===== src/rtl/logic_op_pkg.sv =====
// Shared opcode and FSM state types for the logic-op arbiter and its datapath.
package logic_op_pkg;

    typedef enum logic [2:0] {
        OP_AND      = 3'd0,
        OP_OR       = 3'd1,
        OP_NOT      = 3'd2,
        OP_NAND     = 3'd3,
        OP_NOR      = 3'd4,
        OP_XOR      = 3'd5,
        OP_XNOR     = 3'd6,
        OP_RESERVED = 3'd7
    } op_e;

    localparam logic [2:0] OP_RSVD = 3'd7;

    typedef enum logic [1:0] {
        IDLE = 2'd0,
        EXEC = 2'd1,
        RESP = 2'd2
    } state_e;

endpackage


===== src/rtl/logic_op_unit.sv =====
// Combinational bitwise logic-op datapath: {err, data} = f(op, a, b).
module logic_op_unit
    import logic_op_pkg::*;
#(
    parameter int W = 8
) (
    input  logic [2:0]   op,
    input  logic [W-1:0] a,
    input  logic [W-1:0] b,
    output logic [W-1:0] data,
    output logic         err
);

    always_comb begin
        data = '0;
        err  = 1'b0;
        case (op_e'(op))
            OP_AND:  data = a & b;
            OP_OR:   data = a | b;
            OP_NOT:  data = ~a;
            OP_NAND: data = ~(a & b);
            OP_NOR:  data = ~(a | b);
            OP_XOR:  data = a ^ b;
            OP_XNOR: data = ~(a ^ b);
            default: begin
                data = '0;
                err  = 1'b1;
            end
        endcase
    end

endmodule


===== src/rtl/logic_op_arbiter.sv =====
// Round-robin arbiter sharing one logic-op unit between NREQ requesters.
// Optional LOGIC_ARB_PARITY_EN adds an even-parity output registered with rsp_data.
module logic_op_arbiter
    import logic_op_pkg::*;
#(
    parameter int NREQ = 4,
    parameter int W    = 8,
    parameter int IDW  = 2
) (
    input  logic              clk,
    input  logic              rst_n,
    input  logic [NREQ-1:0]   req_valid,
    output logic [NREQ-1:0]   req_ready,
    input  logic [NREQ*W-1:0] req_a,
    input  logic [NREQ*W-1:0] req_b,
    input  logic [NREQ*3-1:0] req_op,
    output logic              rsp_valid,
    input  logic              rsp_ready,
    output logic [W-1:0]      rsp_data,
    output logic [IDW-1:0]    rsp_id,
    output logic              rsp_err
`ifdef LOGIC_ARB_PARITY_EN
    ,
    output logic              rsp_par
`endif
);

    state_e         state;
    state_e         state_nxt;
    logic [IDW-1:0] rr_ptr;
    logic [IDW-1:0] winner;
    logic           found;
    logic           accept;
    int             idx;

    logic [W-1:0]   a_q;
    logic [W-1:0]   b_q;
    logic [2:0]     op_q;
    logic [IDW-1:0] id_q;

    logic [W-1:0]   unit_data;
    logic           unit_err;

    // Walk downward so the valid requester nearest rr_ptr is the last assignment.
    always_comb begin
        found  = 1'b0;
        winner = '0;
        idx    = 0;
        for (int k = NREQ - 1; k >= 0; k--) begin
            idx = int'(rr_ptr) + k;
            if (idx >= NREQ) idx = idx - NREQ;
            if (req_valid[idx[IDW-1:0]]) begin
                found  = 1'b1;
                winner = IDW'(idx);
            end
        end
    end

    assign accept = (state == IDLE) && found;

    always_comb begin
        req_ready = '0;
        if (rst_n && accept) req_ready[winner] = 1'b1;
    end

    always_comb begin
        state_nxt = state;
        case (state)
            IDLE:    if (accept) state_nxt = EXEC;
            EXEC:    state_nxt = RESP;
            RESP:    if (rsp_ready) state_nxt = IDLE;
            default: state_nxt = IDLE;
        endcase
    end

    assign rsp_valid = (state == RESP);

    always_ff @(posedge clk or negedge rst_n) begin
        if (!rst_n) state <= IDLE;
        else        state <= state_nxt;
    end

    always_ff @(posedge clk or negedge rst_n) begin
        if (!rst_n) begin
            rr_ptr <= '0;
            a_q    <= '0;
            b_q    <= '0;
            op_q   <= '0;
            id_q   <= '0;
        end else if (accept) begin
            rr_ptr <= (winner == IDW'(NREQ - 1)) ? '0 : winner + 1'b1;
            a_q    <= req_a[int'(winner)*W +: W];
            b_q    <= req_b[int'(winner)*W +: W];
            op_q   <= req_op[int'(winner)*3 +: 3];
            id_q   <= winner;
        end
    end

    logic_op_unit #(.W(W)) u_unit (
        .op   (op_q),
        .a    (a_q),
        .b    (b_q),
        .data (unit_data),
        .err  (unit_err)
    );

    // Result registers load only in EXEC, so they hold through RESP backpressure.
    always_ff @(posedge clk or negedge rst_n) begin
        if (!rst_n) begin
            rsp_data <= '0;
            rsp_id   <= '0;
            rsp_err  <= 1'b0;
        end else if (state == EXEC) begin
            rsp_data <= unit_data;
            rsp_id   <= id_q;
            rsp_err  <= unit_err;
        end
    end

`ifdef LOGIC_ARB_PARITY_EN
    always_ff @(posedge clk or negedge rst_n) begin
        if (!rst_n)              rsp_par <= 1'b0;
        else if (state == EXEC)  rsp_par <= ^unit_data;
    end
`endif

endmodule

===== config.mk =====
export PLATFORM = sky130hd
export DESIGN_NAME = logic_op_arbiter
export DESIGN_NICKNAME = d
export VERILOG_FILES = /design/src/rtl/logic_op_pkg.sv /design/src/rtl/logic_op_unit.sv /design/src/rtl/logic_op_arbiter.sv
export SDC_FILE = /design/constraint.sdc
export NUM_CORES = 1
export LEC_CHECK = 0
export CORE_MARGIN = 2
export CORE_UTILIZATION = 27
export DETAILED_ROUTE_END_ITERATION = 6
export PLACE_DENSITY = 0.51
export SLEW_MARGIN = 0
export SYNTH_ARGS = -nofsm -noshare
export SYNTH_HDL_FRONTEND = slang
export SYNTH_HIERARCHICAL = 1
export SYNTH_SLANG_ARGS = --single-unit
export TNS_END_PERCENT = 100

===== constraint.sdc =====
create_clock -name clk -period 2.7 [get_ports clk]
set_clock_uncertainty 0.2 [all_clocks]
set_input_delay 0.54 -clock clk [delete_from_list [all_inputs] [get_ports clk]]
set_output_delay 0.54 -clock clk [all_outputs]
set_load 0.02 [all_outputs]

Word-level counts from Yosys, hierarchy flattened. Cells that the tools add are included. W data, S select, Z words.

Add/subtract/negate cells: 8. Multiply operators: 1. Div/mod/pow operators: 0. Magnitude comparators: 10. Equality and inequality tests: 11. Shifts and indexed selects: 3. Multiplexer cells: 29. Bitwise logic cells: 7. Reduce and logical (&&, ||, !) cells: 7.

Operators with widths (count): $shiftx A32 B6 Y8 (2); $pmux W8 S7 (1); $not A8 Y8 (4); $mux W2 (11); $lt A2 B3 Y1 const B (5); $shiftx A12 B5 Y3 (1); $mux W1 (10); $eq A3 B3 Y1 const B (3); $ge A3 B3 Y1 const B (3); $and A8 B8 Y8 (1); $bmux W1 S2 (4); $or A8 B8 Y8 (1); $sub A2 B1 Y2 const B (4); $xor A8 B8 Y8 (1); $reduce_or A7 Y1 (1); $add A2 B2 Y3 const B (2); $eq A3 B2 Y1 const B (2); $pmux W2 S3 (1); $eq A2 B2 Y1 const B (2); $mul A2 B2 Y4 const B (1); $mux W4 (1); $add A2 B1 Y3 const B (1); $eq A3 B1 Y1 const B (1); $ge A2 B3 Y1 const B (1); 10 further kinds (12).

Flip-flop bits (word level): 36. Bits in latches: 0. RAM bits: 0. ROM bits: 0. Output and inout port bits: 16. Logic and storage cells: 85. Memories kept: 0.

Logic depth before layout (Yosys ltp). Gate-level depths: netlist (run 1).

Word-level depth: 14. Depth in mapped cells: 8. Gate-level depth less buffers: 6.

Cells and area by module. The synthesis (run 1) kept the hierarchy.

By module, submodules not included: logic_op_arbiter (times used 1, cells an instance 197, area an instance 2103.3 um2); logic_op_unit (times used 1, cells an instance 96, area an instance 784.5 um2).

Worst setup path after synthesis (run 1). No wires, ideal clock.

Kind: input -> output. Start: in req_valid[2]. End: out req_ready[1]. Arrival: 1861 ps. Slack: 99 ps. Stages on the path: 7. Buffers on the path: 2. Cells stage by stage: and3b_1 a31o_1 buf_6 nor2_8 inv_2 buf_6 nor3_1.

Longest elaborated chain between the ends: 11.

Ends and longest elaborated chain: start, declared (line logic_op_arbiter.sv:12) `input logic [NREQ-1:0] req_valid,`; $bmux W1 S2 (line logic_op_arbiter.sv:52) `if (req_valid[idx[IDW-1:0]]) begin`; $mux W1 (implied by the code) (line logic_op_arbiter.sv:52); $mux W2 (4 in series) (line logic_op_arbiter.sv:52); $lt A2 B3 Y1 (implied by the code) / $ge A2 B1 Y1 (equally long branches) (line logic_op_arbiter.sv:63) `if (rst_n && accept) req_ready[winner] = 1'b1;`; $logic_and A1 B1 Y1 (implied by the code) (line logic_op_arbiter.sv:63); $mux W1 (implied by the code) (line logic_op_arbiter.sv:63); $demux W1 S2 (line logic_op_arbiter.sv:63); $mux W4 (*) (line logic_op_arbiter.sv:63); end, declared (line logic_op_arbiter.sv:13) `output logic [NREQ-1:0] req_ready,`.

Every way passes the cells marked *; elsewhere a longest branch is shown, timed or not. The select of a mux whose other input is x is not followed.

Final worst setup path (run 1).
Start: in req_valid[2]. End: out req_ready[2].

Same word-level chain as after synthesis.

==> run_results.csv, run 1 <==
group,metric,value,unit
run,max_cap_violations,0,
layout,diodes,0,
power_and_ir_drop,cellPowerDensity,1010,nW/um2
logic_synthesis,async_reset_ff_share,100,%
worst_hold_path,hp-class,"in2async",
sta,fin_crit,2650,ps
routing,dr_total_vias,2587,
placement,hpwlAfterDp,6270,um
placement,place_inst,521,
layout,fin_nets,495,
placement,finalWeightedCongestion,0.763,
critical_path,rrSetupSlack,390,ps
routing,wl_per_cell,15.2,um
critical_path,cp_max_fo,4,
logic_synthesis,synth_warnings,6,
floorplanning,start_util,27.8,%
clock_network,clk_latency,280,ps
logic_synthesis,yosysTopAreaCell,"dfrtp_1",
logic_synthesis,synth-seq-cells,36,
clock_network,path_clk_slew,70,ps
critical_path,reg2reg_depth,3,
global_routing,grt_usage,14.5,%
floorplanning,io_pins,99,
sta,fin_ws,51.9,ps
logic_synthesis,synthMostInstantiatedCell,"dfrtp_1",
floorplanning,die_h,107,um
routing,drt_first_pass_iters,4,
global_routing,antenna_found_initial,0,
power_and_ir_drop,p_switching,1.72,mW
floorplanning,dieArea,11500,um2
critical_path,worst-setup-path-type,"in2out",
clock_network,max-clock-path-buffers,2,
routing,postRouteAntennaNets,0,
clock_network,cts_tree,"built",
floorplanning,die_x,107,um
critical_path,critPathCaptureType,"output port",
global_routing,grt_max_degree,37,
sta,drv_slew,0,
clock_network,holdBufCountCts,0,
clock_network,cts_buffers,5,
sta,final-setup-viol-count,0,
clock_network,h-tree-depth,2,
placement,portBuffers,98,
logic_synthesis,yosys.area.top_type_share,31.2,%
logic_synthesis,synthFlopType,"dfrtp_1",
power_and_ir_drop,pwr-share-clk,9.9,%
status,status,"complete, no violations",
global_routing,overflow,0,
sta,worstMarginPinSlew,794,ps
clock_network,root_buffer,"clkbuf_8",
logic_synthesis,synth_area,2890,um2
floorplanning,rows,37,
logic_synthesis,synth_cell_types,43,
logic_synthesis,synthCells,293,
routing,viasPerCell,4.88,
sta,max_freq,378,MHz
power_and_ir_drop,power.internal,2.49,mW
routing,drtIter0Drc,79,
sta,slew_headroom,47.0,%
power_and_ir_drop,power.total,4.21,mW
layout,area_delta_synth_final,44.4,%
logic_synthesis,syn-num-nets,394,
sta,post-route-period-util,98.1,%
logic_synthesis,yosys-top-cells-area,"dfrtp_1, mux2_4, ha_1, a221o_1, mux2_2",
logic_synthesis,synth-edff-count,0,
logic_synthesis,ys_seq_area_share,31.2,%
clock_network,clock-sinks,36,
logic_synthesis,synth_common_cells,"dfrtp_1, a21oi_1, inv_1",
critical_path,cp.required,1960,ps
critical_path,start_kind,"primary input",
placement,place_ws,-625,ps
power_and_ir_drop,ir_drop,486,uV
power_and_ir_drop,pwr-share-seq,26.9,%
layout,finalNonFillerCells,530,
power_and_ir_drop,swShare,40.8,%
layout,drive_gt1_share,20.8,%
layout,n_fill_cell,1065,
logic_synthesis,synth_area_per_cell,9.86,um2
routing,totalWireLength,8070,um
power_and_ir_drop,leakagePower,1.83,nW
routing,drc,0,
global_routing,grt_pass1_vias,2600,
power_and_ir_drop,p_comb_share,63.2,%
floorplanning,design.core.area,10400,um2
sta,hold_violations,0,
critical_path,arrival,1910,ps
global_routing,grt_pass1_wl,13100,um
==> path summary, 6_finish.rpt <==
kind / from / end
setup / recovery: req_valid[2] / req_ready[2]
hold / removal: rst_n / rsp_id[0]
setup reg to reg: op_q[2] / rsp_data[0]
hold reg to reg: id_q[1] / id_q[1]
max in group asynchronous: rst_n / rr_ptr[1]
min in group clk: id_q[1] / id_q[1]
==> per-stage QoR <==
stage | area (um2) | hold WS, ps | setup TNS [ps] | utilization [%]
after floorplan | 2890 | 44.4 | 0 | -
after global placement | 4040 | 260 | -4380 | 38.9
after detailed placement | 4040 | 268 | -4900 | 38.9
after CTS | 4140 | 199 | 0 | 39.9
after global routing | 4170 | 222 | -4.56 | 40.2
final | 4170 | 179 | 0 | 40.2
==> flip-flops by register name (all words and copies together), names as in the netlist <==
signal / count
rsp_data: 8
b_q: 8
a_q: 8
id_q: 2
rsp_id: 2
op_q: 3
rsp_err: 1
state: 2
rr_ptr: 2
==> cell type report <==
class	instances	area, um2	share of cell area, %
tap	136	170	4.08
inverter	27	104	2.49
sequential	36	902	21.6
timing repair buffer	116	1110	26.5
multi-input combinational	208	1790	42.9
clock buffer	7	96.3	2.31
==> repair_timing <==
action / CTS / global route
pin swaps: 0 / 3
setup buffers: 1 / 1
setup endpoints to repair: 4 / 4
gates cloned: 0 / 0
gates resized for setup: 25 / 9
==> cells by family (layout without fill, tap and decap cells) <==
| group | Yosys count | after routing | share of synthesized area, % |
|---|---|---|---|
| buffers and inverters | 49 | 150 | 8.19 |
| DFF | 36 | 36 | 31.2 |
| muxes | 47 | 47 | 22.5 |
| AOI/OAI and AO/OA | 86 | 86 | 19.8 |
| and+or+nand+nor | 57 | 57 | 10.6 |
| adders and majority gates | 18 | 18 | 7.80 |
==> power by group through the flow <==
stage               Clock, mW  Combinational (mW)  Sequential, mW
floorplan                   0                1.92            1.08
global placement            0                2.59            1.13
detailed placement          0                2.65            1.14
CTS                     0.437                2.67            1.13
global route            0.457                2.95            1.18
finish                  0.415                2.66            1.13
==> placed cells by master (no fill, tap or decap), types with 2 or more instances in the layout <==
cell             instances
mux2_4                  16
nand3_1                 19
clkbuf_8                 7
o21a_1                   2
o21ai_0                 24
nand2b_1                 6
buf_4                   18
a21oi_1                 28
mux2i_1                  6
mux2_1                   3
ha_1                    18
a221o_1                 19
dfrtp_1                 35
nor2_2                   2
inv_1                   25
nor2_1                   8
mux2_2                  16
nor3_2                   3
buf_2                    4
mux4_2                   6
dlygate4sd2_1            2
and3_1                   3
clkdlybuf4s50_1         89
nand2_1                  9
a21o_1                   2
==> worst max-delay path, stage by stage <==
cell and delay [ps]:
dlygate4sd2_1 260, and3b_2 220, a31o_4 230, nor2_8 120, inv_4 60, ha_1 180
and3_1 160, buf_4 150
==> per-layer routing <==
metal  GRT usage [%]  vias up  routed length, um  share of wire, %
met5               0        -                  0                 0
met4            3.57        0                 78              0.97
met3            3.15        5                487               6.0
met2            23.5       82               3580                44
met1            19.8     1218               3920                49
li1                -     1282                  -                 -
Note: power is estimated with default switching activity, not from simulation.
==> run 2: changes to the inputs <==
Settings changed: CORE_UTILIZATION 27 to 46, PLACE_DENSITY 0.51 to 0.8.
==> run_results.csv, run 2 (synthesized netlist as in run 1, its figures left out) <==
group,metric,value,unit
layout,area_delta_synth_final,40.9,%
sta,final-setup-viol-count,0,
clock_network,root_buffer,"clkbuf_8",
sta,fin_ws,0.425,ps
layout,diodes,0,
sta,rsz0062_at_grt,"yes",
layout,drive_gt1_share,20.0,%
routing,drt_first_pass_iters,4,
critical_path,worst-setup-path-type,"reg2out",
floorplanning,rows,28,
power_and_ir_drop,ir_drop,642,uV
placement,finalWeightedCongestion,0.772,
routing,dr_total_vias,2676,
sta,slew_headroom,50.6,%
clock_network,h-tree-depth,2,
sta,holdWs,118,ps
layout,stdcell_area,4070,um2
power_and_ir_drop,leakagePower,1.82,nW
sta,drv_slew,0,
routing,wl_per_cell,16.6,um
floorplanning,dieArea,6930,um2
global_routing,overflow,0,
sta,fin_crit,2700,ps
placement,postPlaceCellArea,3970,um2
sta,hold_violations,0,
placement,place_ws,-609,ps
clock_network,cts_tree,"built",
sta,worstMarginPinSlew,741,ps
clock_network,clk_latency,300,ps
floorplanning,design.core.area,5990,um2
status,status,"complete, no violations",
placement,portBuffers,98,
sta,setup_tns,0,ps
global_routing,grt_max_degree,37,
critical_path,cp.required,1960,ps
run,max_cap_violations,0,
layout,final_common_cell,"clkdlybuf4s50_1",
placement,hpwlAfterDp,5850,um
routing,drc,0,
sta,post-route-period-util,100,%
global_routing,antenna_found_initial,0,
routing,totalWireLength,7790,um
global_routing,grt_usage,23.0,%
layout,layout_common_cells,"clkdlybuf4s50_1, dfrtp_1, a21oi_1",
critical_path,arrival,1960,ps
routing,drtIter0Drc,124,
clock_network,path_clk_slew,80,ps
clock_network,clock-sinks,36,
routing,viasPerCell,5.69,
power_and_ir_drop,cellPowerDensity,1040,nW/um2
floorplanning,io_pins,99,
global_routing,grt_pass1_wl,12900,um
clock_network,cts_buffers,5,
worst_hold_path,hp-class,"in2async",
routing,postRouteAntennaNets,0,
critical_path,cp_max_fo,7,
global_routing,grt_pass1_vias,2681,
floorplanning,start_util,48.2,%
critical_path,start_kind,"register",
clock_network,max-clock-path-buffers,2,
floorplanning,die_x,83.2,um
layout,reg_top3,"a_q (8), b_q (8), rsp_data (8)",
layout,fin_nets,495,
critical_path,critPathCaptureType,"output port",
floorplanning,die_h,83.2,um
sta,max_freq,370,MHz
run 2: cell count changes in the layout (fill, tap and decap cells not counted), sizes merged:
cell / previous run / this run
clkdlybuf4s15: 1 / 0
dlygate4sd2: 2 / 4
clkbuf: 7 / 6
clkinvlp: 0 / 2
dlymetal6s2s: 1 / 0
run 2: critical path: stages (launching register included):
cell and delay (ps):
dfrtp_2 460, nand2b_1 200, a31o_4 290, nor2_8 130
inv_2 70, ha_1 200, and3_1 160, buf_2 150
run 2: final timing paths:
kind / from / endpoint / slack, ps / depth (start not counted)
worst max-delay path: rr_ptr[1] / req_ready[2] / 0.4 / 7
worst min-delay path: rst_n / rr_ptr[0] / 120 / 2
worst max register to register: rr_ptr[0] / a_q[2] / 310 / 7
worst min register to register: id_q[0] / id_q[0] / 280 / 2
max in group asynchronous: rst_n / rr_ptr[1] / 1840 / 2
min in group clk: id_q[0] / id_q[0] / 280 / 2
run 2: per-stage QoR:
stage | power (mW) | instances | util [%]
global route | 4.55 | 470 | 67.9
floorplan | 2.99 | 293 | -
detailed placement | 3.76 | 461 | 66.2
finish | 4.22 | 470 | 67.9
CTS | 4.20 | 469 | 67.9
global placement | 3.64 | 461 | 66.2
run 2: power breakdown:
group	internal (mW)	switching (mW)
Combinational	1.44	1.23
Sequential	0.812	0.321
Clock	0.207	0.213
run 2: area by class of cell:
cell class | instances | area (um2)
fillers | 456 | 1920
repair buffers | 116 | 1100
flip-flops and latches | 36 | 902
clock inverters | 2 | 15.0
inverters | 27 | 101
well taps | 75 | 93.8
clock buffers | 6 | 82.6
multi-input cells | 208 | 1780
run 2: routing by layer:
layer / routed length, um / track usage [%] / vias to the layer above / share of wire [%]
met2: 3830 / 38.7 / 112 / 49
met3: 473 / 5.57 / 17 / 6.1
met1: 3310 / 28.9 / 1269 / 42
met4: 173 / 7.60 / 0 / 2.2
li1: - / - / 1278 / -
met5: 0 / 0 / - / 0
run 2: timing repair:
action,4_1_cts,5_1_grt
setup buffers,0,1
endpoints found under the setup margin,4,2
gates cloned,0,0
pin swaps,1,1
gates resized for setup,25,2
hold buffers,0,0
